[src/rtl/canframe_tx_scheduler.sv]
`default_nettype none
// ============================================================================
// Module   : canframe_tx_scheduler
// Purpose  : Round-robin scheduler sharing one CAN frame generator between
//            N_REQ requesters; times gen_start, inter-frame space and done.
// Revision : 1.0 - initial release
// ============================================================================
module canframe_tx_scheduler #(
    parameter int unsigned N_REQ      = 4,
    parameter int unsigned SETTLE_CYC = 2,
    parameter int unsigned IFS_BITS   = 11,
    parameter int unsigned MAX_LEN    = 160
) (
    input  logic             clk,
    input  logic             rst,
    input  logic             enable,
    input  logic             bit_tick,
    input  logic [N_REQ-1:0] req,
    input  logic [7:0]       frame_len,
    output logic [N_REQ-1:0] gen_sel,
    output logic             gen_start,
    output logic [N_REQ-1:0] gnt,
    output logic [N_REQ-1:0] done,
    output logic             err,
    output logic             busy,
    output logic [15:0]      frames_sent
);

    localparam int unsigned c_PW          = $clog2(N_REQ);
    localparam logic [3:0]  c_SETTLE_LAST = 4'(SETTLE_CYC - 1);
    localparam logic [3:0]  c_SETTLE_EVAL = 4'(SETTLE_CYC);
    localparam logic [5:0]  c_IFS_LAST    = 6'(IFS_BITS - 1);

    typedef enum logic [2:0] {
        S_IDLE = 3'd0,
        S_LOAD = 3'd1,
        S_SEND = 3'd2,
        S_IFS  = 3'd3,
        S_DONE = 3'd4
    } state_t;

    state_t            r_state;
    logic [c_PW-1:0]   r_rr_ptr;
    logic [c_PW-1:0]   r_idx;
    logic [N_REQ-1:0]  r_gnt;
    logic [N_REQ-1:0]  r_gen_sel;
    logic [N_REQ-1:0]  r_done;
    logic              r_gen_start;
    logic              r_err;
    logic              r_busy;
    logic [15:0]       r_frames_sent;
    logic [3:0]        r_settle;
    logic [7:0]        r_len_q;
    logic [7:0]        r_tick_cnt;
    logic [5:0]        r_ifs_cnt;

    int                w_idx;
    logic              w_found;
    logic [c_PW-1:0]   w_pick;
    logic [N_REQ-1:0]  w_pick_oh;
    logic [c_PW-1:0]   w_rr_next;
    logic              w_len_bad;

    // Search upward from the round-robin pointer, wrapping at N_REQ.
    always_comb begin
        w_idx   = 0;
        w_found = 1'b0;
        w_pick  = '0;
        for (int i = 0; i < int'(N_REQ); i++) begin
            w_idx = int'(r_rr_ptr) + i;
            if (w_idx >= int'(N_REQ)) begin
                w_idx = w_idx - int'(N_REQ);
            end
            if (!w_found && req[c_PW'(w_idx)]) begin
                w_found = 1'b1;
                w_pick  = c_PW'(w_idx);
            end
        end
    end

    assign w_pick_oh = N_REQ'(1) << w_pick;
    assign w_rr_next = (r_idx == c_PW'(N_REQ - 1)) ? '0 : r_idx + c_PW'(1);
    assign w_len_bad = (r_len_q == 8'd0) || (32'(r_len_q) > MAX_LEN);

    always_ff @(posedge clk) begin
        if (rst) begin
            r_state       <= S_IDLE;
            r_rr_ptr      <= '0;
            r_idx         <= '0;
            r_gnt         <= '0;
            r_gen_sel     <= '0;
            r_done        <= '0;
            r_gen_start   <= 1'b0;
            r_err         <= 1'b0;
            r_busy        <= 1'b0;
            r_frames_sent <= 16'd0;
            r_settle      <= 4'd0;
            r_len_q       <= 8'd0;
            r_tick_cnt    <= 8'd0;
            r_ifs_cnt     <= 6'd0;
        end else begin
            r_done <= '0;
            r_err  <= 1'b0;
            case (r_state)
                S_IDLE: begin
                    if (enable && w_found) begin
                        r_idx     <= w_pick;
                        r_gnt     <= w_pick_oh;
                        r_gen_sel <= w_pick_oh;
                        r_busy    <= 1'b1;
                        r_settle  <= 4'd0;
                        r_state   <= S_LOAD;
                    end
                end
                S_LOAD: begin
                    if (r_settle == c_SETTLE_LAST) begin
                        r_len_q <= frame_len;
                    end
                    // One cycle after the sample the latched length is judged.
                    if (r_settle == c_SETTLE_EVAL) begin
                        if (w_len_bad) begin
                            r_gen_sel <= '0;
                            r_done    <= r_gnt;
                            r_err     <= 1'b1;
                            r_rr_ptr  <= w_rr_next;
                            r_state   <= S_DONE;
                        end else begin
                            r_gen_start <= 1'b1;
                            r_tick_cnt  <= 8'd0;
                            r_state     <= S_SEND;
                        end
                    end else begin
                        r_settle <= r_settle + 4'd1;
                    end
                end
                S_SEND: begin
                    if (bit_tick) begin
                        if (r_tick_cnt == r_len_q - 8'd1) begin
                            r_gen_start <= 1'b0;
                            r_gen_sel   <= '0;
                            r_tick_cnt  <= 8'd0;
                            r_ifs_cnt   <= 6'd0;
                            r_state     <= S_IFS;
                        end else begin
                            r_tick_cnt <= r_tick_cnt + 8'd1;
                        end
                    end
                end
                S_IFS: begin
                    if (bit_tick) begin
                        if (r_ifs_cnt == c_IFS_LAST) begin
                            r_ifs_cnt     <= 6'd0;
                            r_done        <= r_gnt;
                            r_frames_sent <= r_frames_sent + 16'd1;
                            r_rr_ptr      <= w_rr_next;
                            r_state       <= S_DONE;
                        end else begin
                            r_ifs_cnt <= r_ifs_cnt + 6'd1;
                        end
                    end
                end
                S_DONE: begin
                    r_gnt     <= '0;
                    r_gen_sel <= '0;
                    r_busy    <= 1'b0;
                    r_state   <= S_IDLE;
                end
                default: begin
                    r_state <= S_IDLE;
                end
            endcase
        end
    end

    assign gen_sel     = r_gen_sel;
    assign gen_start   = r_gen_start;
    assign gnt         = r_gnt;
    assign done        = r_done;
    assign err         = r_err;
    assign busy        = r_busy;
    assign frames_sent = r_frames_sent;

endmodule
`default_nettype wire

[config.mk]
export PLATFORM = sky130hd
export DESIGN_NAME = canframe_tx_scheduler
export DESIGN_NICKNAME = d
export VERILOG_FILES = /design/src/rtl/canframe_tx_scheduler.sv
export SDC_FILE = /design/constraint.sdc
export NUM_CORES = 1
export LEC_CHECK = 0
export ABC_CLOCK_PERIOD_IN_PS = 2350
export CAP_MARGIN = 20
export CORE_AREA = 2 2 85 87
export CTS_BUF_LIST = sky130_fd_sc_hd__clkbuf_4 sky130_fd_sc_hd__clkbuf_8
export CTS_CLUSTER_SIZE = 40
export DETAILED_ROUTE_END_ITERATION = 10
export DIE_AREA = 0 0 87 89
export GPL_ROUTABILITY_DRIVEN = 0
export PLACE_DENSITY_LB_ADDON = 0.12
export SETUP_SLACK_MARGIN = 0.5
export SYNTH_ARGS = -nofsm -noshare
export SYNTH_HDL_FRONTEND = slang
export SYNTH_SLANG_ARGS = --single-unit
[constraint.sdc]
create_clock -name clk -period 2.35 [get_ports clk]
set_input_delay 0.5875 -clock clk [delete_from_list [all_inputs] [get_ports clk]]
set_output_delay 0.5875 -clock clk [all_outputs]
set_load 0.05 [all_outputs]
# ---- Word level (Yosys, flattened, before mapping)
# Cells that the tools add are included.
dict set report word_totals {
  elab_cells 156
  input_bits 16
  reg_bits 64
  output_inout_bits 31
  romBits 0
  latchBits 0
  mem_count 0
  ram_bits 0
}
dict set report classes {
  n_mux 71
  shift 1
  magnitude_cmp 9
  n_mul 0
  eq_ne 18
  n_div 0
  n_bitwise 2
  reduce_logical 28
  addsub 13
}
# cell count
set ops {}
lappend ops {{two-way mux 4 bit} 11}
lappend ops {{two-way mux 8 bit} 4}
lappend ops {{two-way mux 2 bit} 13}
lappend ops {{two-way mux 6 bit} 4}
lappend ops {{one-hot mux 4 bit (2 select lines)} 3}
lappend ops {{two-way mux 3 bit} 7}
lappend ops {{two-way mux 1 bit} 18}
lappend ops {{inequality test 2 bit (second input constant)} 9}
lappend ops {{adder 16 x 1 -> 16 bit (second input constant)} 1}
lappend ops {{< comparator 2 x 4 -> 1 bit (second input constant)} 4}
lappend ops {{one-hot mux 4 bit (4 select lines)} 1}
lappend ops {{one-hot mux 8 bit (2 select lines)} 1}
lappend ops {{one-hot mux 3 bit (4 select lines)} 1}
lappend ops {{one-hot mux 6 bit (2 select lines)} 1}
lappend ops {{AND reduction 6 bit} 2}
lappend ops {{AND reduction 5 bit} 2}
lappend ops {{nonzero test 2 bit} 5}
lappend ops {{greater-or-equal comparator 3 bit (second input constant)} 3}
lappend ops {{adder 8 x 1 -> 8 bit (second input constant)} 1}
lappend ops {{binary-select mux 1 bit (select 2 bit)} 4}
lappend ops {{== test 8 bit} 1}
lappend ops {{greater-than comparator 8 bit (second input constant)} 1}
lappend ops {{zero test 8 bit} 1}
lappend ops {{AND reduction 4 bit} 2}
lappend ops {{other kinds (27)} 42}

# ---- Logic depth before layout (Yosys ltp)
dict set report depth {
  word_depth 18
  mapped_depth 9
  mapped_depth_nobuf 8
}

# ---- Worst setup path after synthesis
# OpenSTA, ideal clock, no wires.
dict set report synth_timing {
  kind {reg2reg}
  from {reg r_len_q[0]}
  to {reg r_tick_cnt[7]}
  stages_incl_launch_ff 10
  path_slack_ns -0.034
  synth_period_minus_slack_ns 2.384
  arrival_ns 2.254
  setup_ns 0.131
  required_ns 2.219
  path_buffers 1
  cell_sequence {dfxtp_1 -> inv_1 -> ha_1 -> or4b_2 -> a211oi_2 -> o311ai_1 -> buf_6 -> nor4_4 -> xnor2_1 -> nor2_2}
}
dict set report synth_via {
  elab_chain_cells 5
  word_cells_on_any_way 10
  cone_classes {add/sub: 1; order compare: 1; eq/ne: 2; mux: 3; reduce/logical: 3}
}
# element line
set synth_rtl {}
lappend synth_rtl {{start, declared} 53} ;# logic [7:0] r_len_q;
lappend synth_rtl {{start signal, assigned} 117} ;# r_len_q <= frame_len;
lappend synth_rtl {{subtractor 8 x 1 -> 8 bit} 138} ;# if (r_tick_cnt == r_len_q - 8'd1) begin
lappend synth_rtl {{== test 8 bit} 138}
lappend synth_rtl {{two-way mux 8 bit} 138}
lappend synth_rtl {{two-way mux 8 bit} 137} ;# if (bit_tick) begin
lappend synth_rtl {{one-hot mux 8 bit (2 select lines)} 104} ;# case (r_state)
lappend synth_rtl {{end signal, assigned} 145} ;# r_tick_cnt <= r_tick_cnt + 8'd1;
lappend synth_rtl {{end, declared} 54} ;# logic [7:0] r_tick_cnt;
# Parallel ways exist; a longest one is shown, timed or not. The select of a mux whose other input is x is not followed.
# A chain may end at the register's enable or synchronous reset.

# ---- Final worst setup path
dict set report layout_timing {
  from {reg r_len_q[2]}
  to {reg r_ifs_cnt[2]}
}
dict set report layout_via {
  elab_chain_cells 4
}
# element line
set layout_rtl {}
lappend layout_rtl {{subtractor 8 x 1 -> 8 bit} 138}
lappend layout_rtl {{== test 8 bit} 138}
lappend layout_rtl {{inequality test 2 bit (no source line)} --}
lappend layout_rtl {{AND reduction 4 bit (no source line)} --}
lappend layout_rtl {{end signal, assigned} 158} ;# r_ifs_cnt <= r_ifs_cnt + 6'd1;
lappend layout_rtl {{end, declared} 55} ;# logic [5:0] r_ifs_cnt;
# No other way between the ends.

==> reports/summary.log <==
qor: outcome.outcome complete, no violations
qor: sta.drv_slew 0
qor: global_route.grt_pass1_wl 13.0 mm
qor: routing.wirelength 8.12 mm
qor: finish.seq_area 1290 µm²
qor: place.dp.final_hpwl 5.39 mm
qor: synthesis.synth_async_sr_flop_share 0%
qor: finish.layoutNonFillerInstCount 559
qor: routing.route.detailed.wl_per_inst 14.5 µm
qor: place.dp_cells 527
qor: power.p_per_area 746 nW/µm²
qor: synthesis.synth.cell_area 3340 µm²
qor: finish.post-route-util 71.1%
qor: critical_path.worstPathRequired 2590 ps
qor: synthesis.post_synth_inst_count 381
qor: synthesis.post-synth-top-area-fraction 38.4%
qor: worst_hold_path.class_of_the_most_critical_hold_timing_path register to register
qor: floorplan.die_x 87 µm
qor: global_route.global_route.usage.total 21.3%
qor: finish.insertedDiodeCount 0
qor: worst_hold_path.timing.hold.worst_path_depth 2
qor: worst_hold_path.timing.hold.worst_endpoint gen_sel[1]
qor: synthesis.synth-compound-area-share 13.6%
qor: synthesis.post_synth_edffs 0
qor: floorplan.die_area 7740 µm²
qor: clocking.cts_hold_buffers 0
qor: clocking.total_clock_buffers_created_by_cts 9
qor: critical_path.worst_r2r_dst r_ifs_cnt[2]
qor: critical_path.setup.worst_path.end_class register
qor: synthesis.synth_xor_xnor_area_share 8.29%
qor: synthesis.ys_types 61
qor: routing.first_pass_iters 4
qor: clocking.clkSlewWorstSetupHoldPaths 80 ps
qor: sta.hold_violations 0
qor: global_route.antenna_violations_before_repair 0
qor: sta.final_report_setup_violation_count 0
qor: global_route.number_of_global_route_vias_before_repair 2882
qor: global_route.largest_net_degree_at_the_start_of_global_routing 27
qor: synthesis.synth.avg_cell_area 8.76 µm²
qor: routing.initialDrtViolationCount 122
qor: synthesis.muxShareOfSynthArea 5.10%
qor: sta.period_minus_slack 2210 ps
qor: sta.maxSlewHeadroom 61.7%
qor: critical_path.reg2reg_setup_slack 140 ps
qor: synthesis.netlist_top_cells_area dfxtp_1, mux2i_1, nor2_1
qor: sta.timing_worst_slew_pin_value 571 ps
qor: critical_path.worst_r2r_startpoint r_len_q[2]
qor: clocking.clock_sinks 64
qor: worst_hold_path.hold_path.startpoint gen_sel[1]
qor: synthesis.synth-adder-area-share 3.75%
qor: place.pre_cts_slack -116 ps
qor: sta.layout_worst_path_cycle_share 93.9%
qor: routing.antenna_violating_nets_remaining 0
qor: power.peakVddDrop 389 µV
qor: synthesis.largest_family_of_logic_cells_by_synthesized_area simple AND/OR/NAND/NOR gates
qor: finish.fillCellCount 520
qor: synthesis.ys_seq_elements 64
qor: sta.rsz0062_at_grt yes
qor: finish.layout-area-overhead-vs-synth 43.2%
qor: finish.nets 500
qor: floorplan.fp.dieH 89 µm
qor: sta.final_critical_path_setup_slack 142 ps
qor: floorplan.core_area 6720 µm²
qor: critical_path.reg2reg_depth 7
qor: synthesis.seq_area_frac_synth 38.4%
qor: synthesis.synth_area_leader_cell dfxtp_1
qor: critical_path.highest_fanout_seen_on_the_critical_path 4
qor: critical_path.startpoint_type register
qor: clocking.skew_pair_late_insertion_delay 350 ps
qor: routing.routed-via-count 3079
qor: floorplan.start_util 49.7%
qor: clocking.cts_htree_levels 3
qor: floorplan.boundaryPins 47
qor: synthesis.mappedNetlistNets 407
qor: synthesis.yosys_warnings 0
qor: floorplan.placementRows 30
qor: synthesis.synth-main-ff-cell dfxtp_1
qor: power.leakagePower 1.95 nW
qor: critical_path.critical_path_arrival 2450 ps
qor: sta.fin_skew 9.68 ps
qor: sta.max_clock_freq 453 MHz
qor: flow_run.cap_violations 0
qor: finish.drive_gt1_share 32.4%
qor: place.buffer_ports.inserted 46
qor: global_route.gr_ovfl_total 0
qor: finish.multi_input_gate_area_in_the_final_layout 2270 µm²
qor: routing.routed_via_density 5.51
qor: clocking.cts-root-buf clkbuf_8
qor: clocking.cts_buffer_depth 2
qor: routing.route.detailed.drc 0
qor: synthesis.synth-simple-area-share 26.7%
qor: clocking.tritoncts done
qor: critical_path.critical_path_class register to register
cell type report:
cell class	count	area share, %
multi-input combinational	286	47.5
sequential	64	27.0
timing repair buffer	96	17.9
clock buffer	9	2.59
tap	80	2.09
clock inverter	7	1.49
inverter	17	1.44
metal layers:
layer | global-route usage [%] | wire length [µm]
met4 | 9.80 | 167
met2 | 37.1 | 3970
met1 | 25.2 | 3640
met5 | 0 | 0
met3 | 4.52 | 339
cell usage in the layout, fill, tap and decap left out, drive strengths merged, types with 13 or more instances in the layout:
cell type / n
a21oi: 18
buf: 50
clkbuf: 15
clkdlybuf4s15: 14
clkdlybuf4s50: 14
dfxtp: 64
inv: 18
mux2i: 17
nand2: 35
nand3: 13
nor2: 46
nor3: 15
xor2: 17
per-stage QoR:
step	setup TNS, ps	total power (W)	hold WS, ps	instance area [µm²]
4_1_cts	0	0.00347	468	4630
6_report	0	0.00357	462	4780
3_5_place_dp	-609	0.00238	460	4150
2_1_floorplan	0	0.00206	450	3410
5_1_grt	0	0.00374	485	4780
3_3_place_gp	-905	0.00235	450	4150
critical path, cell delays in order (launching register included):
cell,delay [ps]
dfxtp_2,340
or4_4,520
or3_4,360
buf_6,120
a211oi_2,190
o221ai_2,150
and3_1,170
a311o_1,250
what timing repair did:
item | 4_1_cts | 5_1_grt
cloned | 0 | 0
pin swaps | 15 | 14
setup buffers | 12 | 4
endpoints found under the setup margin | 85 | 66
resized for setup | 97 | 48
cell usage after synthesis, types with 4 or more instances:
| library cell | n |
|---|---|
| xor2_1 | 17 |
| xnor2_1 | 12 |
| and2_1 | 6 |
| a21oi_1 | 17 |
| and3_1 | 5 |
| ha_1 | 10 |
| nor4_1 | 4 |
| clkbuf_1 | 9 |
| a31oi_1 | 5 |
| nand2_1 | 35 |
| nand3_1 | 13 |
| dfxtp_1 | 64 |
| or2_2 | 4 |
| nor2_1 | 45 |
| or3_1 | 6 |
| inv_1 | 17 |
| nand4_1 | 6 |
| o21ai_0 | 11 |
| nor3_1 | 15 |
| mux2i_1 | 17 |
where the power goes:
part	total, W	switching [W]	internal, W
clock	0.000955	0.000466	0.000489
sequential	0.00123	0.0000648	0.00117
combinational	0.00138	0.000785	0.000596
flip-flops by register name (all words and copies together), names as in the netlist, 2 cells and up:
signal,flops
done,4
r_idx,2
frames_sent,16
r_len_q,8
r_ifs_cnt,6
r_tick_cnt,8
r_state,3
gnt,4
r_settle,4
gen_sel,4
r_rr_ptr,2
worst max-delay path by stage:
stage,startpoint,end,cells past startpoint
finish,r_len_q[2],r_ifs_cnt[2],7
global route,r_len_q[2],gen_sel[2],7
CTS,r_len_q[2],gen_sel[2],7
detailed placement,bit_tick,frames_sent[9],7
global placement,bit_tick,frames_sent[11],7
floorplan,r_len_q[3],gen_sel[0],7
logic make-up (layout without fill, tap and decap cells):
family                   count (synthesis)  count (layout)
adder cells (fa/ha/maj)                 10              10
AND/OR/NAND/NOR                        168             168
flip-flops                              64              64
XOR/XNOR                                30              30
AO/OA/AOI/OAI                           61              61
buffers and inverters                   31             129
multiplexers                            17              17
No activity file was read; power rests on OpenSTA's default activity.
